--- src/rtl/fifo_drain_arbiter_pkg.sv ---
// Shared types and constants for the two-FIFO drain arbiter.
package fifo_drain_arbiter_pkg;

   localparam int unsigned DataWDef = 10;
   localparam int unsigned CntW     = 4;

   typedef enum logic [1:0] {
      StIdle   = 2'd0,
      StServe0 = 2'd1,
      StServe1 = 2'd2
   } state_e;

endpackage

--- src/rtl/fifo_drain_arbiter.sv ---
// Round-robin drain scheduler for two ingress FIFOs with a bounded burst per turn,
// downstream pause, and a registered merged output lane tagged with its source.
module fifo_drain_arbiter
   import fifo_drain_arbiter_pkg::*;
#(
   parameter int unsigned DATA_W    = DataWDef,
   parameter int unsigned BURST_LEN = 4
) (
   input  logic              clk,
   input  logic              reset,
   input  logic              fifo_empty0,
   input  logic              fifo_empty1,
   input  logic [DATA_W-1:0] data_in0,
   input  logic [DATA_W-1:0] data_in1,
   input  logic              pause,
   output logic              pop0,
   output logic              pop1,
   output logic [DATA_W-1:0] data_out,
   output logic              valid_out,
   output logic              src_out,
   output logic              busy
);

   localparam logic [CntW-1:0] BurstMax = CntW'(BURST_LEN);

   state_e          state_q, state_d;
   logic [CntW-1:0] cnt_q, cnt_d;
   logic            rr_q, rr_d;     // next preferred FIFO when both have data
   logic            pop_q, src_q;   // pop issued last cycle, and which FIFO
   logic            pop0_c, pop1_c;

   // Arbitration state registers.
   always_ff @(posedge clk or posedge reset) begin
      if (reset) begin
         state_q <= StIdle;
         cnt_q   <= '0;
         rr_q    <= 1'b0;
      end else begin
         state_q <= state_d;
         cnt_q   <= cnt_d;
         rr_q    <= rr_d;
      end
   end

   // Next-state, burst counting and pop strobes.
   always_comb begin
      state_d = state_q;
      cnt_d   = cnt_q;
      rr_d    = rr_q;
      pop0_c  = 1'b0;
      pop1_c  = 1'b0;
      unique case (state_q)
         StIdle: begin
            if (!pause) begin
               if (!fifo_empty0 && !fifo_empty1) begin
                  state_d = rr_q ? StServe1 : StServe0;
               end else if (!fifo_empty0) begin
                  state_d = StServe0;
               end else if (!fifo_empty1) begin
                  state_d = StServe1;
               end
               cnt_d = '0;
            end
         end
         StServe0: begin
            pop0_c = !fifo_empty0 && !pause && (cnt_q < BurstMax);
            if (pop0_c) cnt_d = cnt_q + CntW'(1);
            // Turn ends on the edge of the last pop so the other FIFO pops next cycle.
            if (fifo_empty0 || cnt_d == BurstMax) begin
               rr_d    = 1'b1;
               cnt_d   = '0;
               state_d = fifo_empty1 ? StIdle : StServe1;
            end
         end
         StServe1: begin
            pop1_c = !fifo_empty1 && !pause && (cnt_q < BurstMax);
            if (pop1_c) cnt_d = cnt_q + CntW'(1);
            if (fifo_empty1 || cnt_d == BurstMax) begin
               rr_d    = 1'b0;
               cnt_d   = '0;
               state_d = fifo_empty0 ? StIdle : StServe0;
            end
         end
         default: begin
            state_d = StIdle;
            cnt_d   = '0;
         end
      endcase
   end

   // Strobes are held low for the whole reset assertion, not just after the edge.
   assign pop0 = pop0_c & ~reset;
   assign pop1 = pop1_c & ~reset;
   assign busy = (state_q != StIdle);

   // Output lane: FIFO data arrives one cycle after the pop and is registered here.
   always_ff @(posedge clk or posedge reset) begin
      if (reset) begin
         pop_q     <= 1'b0;
         src_q     <= 1'b0;
         data_out  <= '0;
         valid_out <= 1'b0;
         src_out   <= 1'b0;
      end else begin
         pop_q     <= pop0 | pop1;
         src_q     <= pop1;
         valid_out <= pop_q;
         if (pop_q) begin
            data_out <= src_q ? data_in1 : data_in0;
            src_out  <= src_q;
         end
      end
   end

endmodule

--- config.mk ---
export PLATFORM = sky130hd
export DESIGN_NAME = fifo_drain_arbiter
export DESIGN_NICKNAME = d
export VERILOG_FILES = /design/src/rtl/fifo_drain_arbiter_pkg.sv /design/src/rtl/fifo_drain_arbiter.sv
export SDC_FILE = /design/constraint.sdc
export NUM_CORES = 1
export LEC_CHECK = 0
export CAP_MARGIN = 25
export CORE_MARGIN = 3
export CORE_UTILIZATION = 42
export CTS_BUF_LIST = sky130_fd_sc_hd__clkbuf_4
export DETAILED_ROUTE_END_ITERATION = 10
export GPL_TIMING_DRIVEN = 0
export HOLD_SLACK_MARGIN = 0.02
export PLACE_DENSITY = 0.78
export RECOVER_POWER = 100
export SETUP_SLACK_MARGIN = 0.05
export SLEW_MARGIN = 25
export SYNTH_ARGS = -nofsm -noshare
export SYNTH_HDL_FRONTEND = slang
export SYNTH_SLANG_ARGS = --single-unit
--- constraint.sdc ---
create_clock -name clk -period 1.95 [get_ports clk]
set_clock_uncertainty 0.05 [all_clocks]
set_input_delay 0.39 -clock clk [delete_from_list [all_inputs] [get_ports clk]]
set_output_delay 0.39 -clock clk [all_outputs]
set_load 0.02 [all_outputs]
==> run metrics <==
sequential share of the synthesized area 0.448; YS warnings 0; Crit-path slowest cell or3b_2; min setup slack post-route -0.183 ns; die area 3460 um2; Required @ worst endpoint 2.10 ns; TritonCTS Buffers 3; Post-Synth Adder-Cell Area 0.0534; Total Routed Length 3.24 mm; post-synthesis mux area share 0.146; Clock Latency Late Sink 0.30 ns; via count 1113; CP startpoint kind flop; first-pass GRT wire length 4.93 mm; post-layout util 0.699; Starting Density 0.457; Crit path top cell by count a21oi_2; Remaining DRCs 0; area of the mapped netlist 1170 um2; Vias per Instance about 5.5; dpl hpwl 2.20 mm; Synth Register Bits 21; Critical Path End Type flop; antenna violations before repair 0; Leakage 0.746 nW; Final Slew Violations 0; Slew headroom 0.546; chip height 58.8 um; Cell Rows 18; fin cells ~200; Die X 58.8 um; MaxCap Viol Count 0; Routed Antenna Nets 0; CTS sink cnt 21; fin crit share 1.09; DR iter-0 viols 25; Synth Area in Simple Gates 0.164; total global-route track usage 0.186; largest family of logic cells by synthesized area simple AND/OR/NAND/NOR gates; hold_ws 0.241 ns; register area 528 um2; HP Class input pin to asynchronous set/reset pin; io pins 40; Setup violations, final 5; Port Buf Inserts 38; Period minus WS final 2.13 ns; H-Tree Depth 1; Max Root-Sink Buffers 2; Pwr per Cell Area 1090 nW/um2; fmax 469 MHz; maximum VDD drop 791 uV; Largest stage delay, worst path 0.46 ns; Filler Cell Count about 220; Synth Instances 120; Remaining Overflow, GRT 0; pre-CTS setup slack -0.877 ns; total power 1.96 mW; Critical Path AT approximately 2.3 ns; status finished with violations; compound-gate portion of the synthesized area 0.143; worst-path fanout max 3; largest net degree at the start of global routing 12; critical-path cell list ha_1 > or3b_2 > a21oi_2 > a21oi_2 > or3_4 > mux2_4; syn_nets 150; failing checks negative setup slack; placed cell count 188; area of the multi-input gates 681 um2; unique cell type count in the Yosys netlist 26; CTS tree done; Core Box Area ~2600 um2; vias in the first global route between 1000 and 1500; clock transition at the registers of the reported paths 0.11 ns; Slew @ Worst Pin 0.681 ns; final net count between 200 and 250; cell chosen for the clock root clkbuf_4; Syn-to-layout area delta 53.1%; Post-Synth XOR/XNOR Area 0; RSZ-0062 raised after global routing yes; GP Congestion 0.885; ratio of cells with drive above 1 in the final layout 0.254; Mean Syn Cell Area 9.77 um2; WL/cell 15.9 um; Worst Setup Path Type flop to flop; First-pass DRT Iterations 4; final hold viol count 0; Antenna Cells 0
[power by group]
part           switching [mW]  internal, mW
logic                   0.558         0.530
registers              0.0864         0.572
clock network           0.124        0.0937
total                   0.768          1.20
[worst max-delay path, delay by kind of cell, from the launching register on]
kind / cells / cell delay, ns
AO/OA/AOI/OAI: 2 / 0.30
adder cells (fa/ha/maj): 1 / 0.18
flip-flops: 1 / 0.38
multiplexers: 1 / 0.31
AND/OR/NAND/NOR: 2 / 0.81
[final timing paths]
path / from / end / slack (ns) / depth (start not counted)
min in group clk: pop_q / valid_out / 0.39 / 0
max reg2reg: cnt_q[1] / state_q[0] / -0.18 / 6
min reg2reg: pop_q / valid_out / 0.39 / 0
max in group asynchronous: reset / data_out[7] / 1.01 / 4
min: reset / data_out[5] / 0.24 / 2
max: cnt_q[1] / state_q[0] / -0.18 / 6
[what timing repair did]
action	4_1_cts	5_1_grt
hold endpoints to repair	0	0
pin swaps	4	5
buffers inserted	5	5
hold buffers	0	0
gates cloned	1	0
setup endpoints to repair	7	7
resized for setup	22	14
[Yosys cell counts, drive strengths merged]
cell    instances  area share
a21boi          2       0.013
a21oi          19       0.081
a22oi           1      0.0064
and3            2       0.011
buf             2       0.013
clkbuf          2      0.0064
dfrtp          21        0.45
ha              5       0.053
inv             8       0.026
mux2            3       0.035
mux2i          13        0.11
nand2           5       0.016
nand2b          5       0.027
nand3           1      0.0043
nor2           14       0.045
nor3            1      0.0043
nor4            2       0.011
o21ai           2      0.0085
o22ai           4       0.021
o31ai           2       0.013
or2             2       0.011
or3             1      0.0096
or3b            1      0.0075
or4             2       0.019
[through the flow]
step,TNS (ns),instance area (um2)
finish,-0.518,1800
global route,-0.867,1800
CTS,-0.444,1700
detailed placement,-4.20,1590
global placement,-3.98,1590
floorplan,-0.266,1180
[state kept, by name (all words and copies together), names as in the netlist]
register,flops
data_out,10
state_q,2
pop_q,1
src_q,1
cnt_q,4
rr_q,1
valid_out,1
src_out,1
[layer usage]
metal / wire (um) / global-route usage / vias to the layer above
li1: - / - / 531
met1: 1250 / 0.228 / 516
met2: 1600 / 0.320 / 56
met3: 292 / 0.0329 / 10
met4: 95 / 0.0809 / 0
met5: 0 / 0 / -
[cell usage in the layout (no fill, tap or decap), types with 2 or more instances in the layout]
cell type        instances
o21ai_0                  2
or2_2                    2
a21boi_0                 2
clkdlybuf4s15_2          3
o22ai_1                  3
dfrtp_2                  2
ha_1                     4
mux2_4                   2
nand2b_1                 5
buf_6                    3
a21oi_1                 16
mux2i_1                 11
or4_4                    2
inv_1                    7
clkbuf_1                 3
dfrtp_1                 19
buf_4                    7
nand2_1                  5
a21oi_2                  3
nor2_1                  14
dlygate4sd2_1            2
clkdlybuf4s50_1         32
clkbuf_4                 5
[cells by family after synthesis]
kind of cell,count (synthesis)
compound gates,30
fa+ha+maj,5
buf+inv,12
flops,21
mux,16
simple gates,36
[area by class of cell]
cell class                      count  share of cell area
Buffer                              4              0.0125
Clock buffer                        4              0.0167
Inverter                            8              0.0188
Multi-Input combinational cell     87               0.379
Sequential cell                    21               0.294
Tap cell                           30              0.0209
Timing Repair Buffer               48               0.255
Timing Repair inverter              1             0.00279
Note: power is estimated with default switching activity, not from simulation.
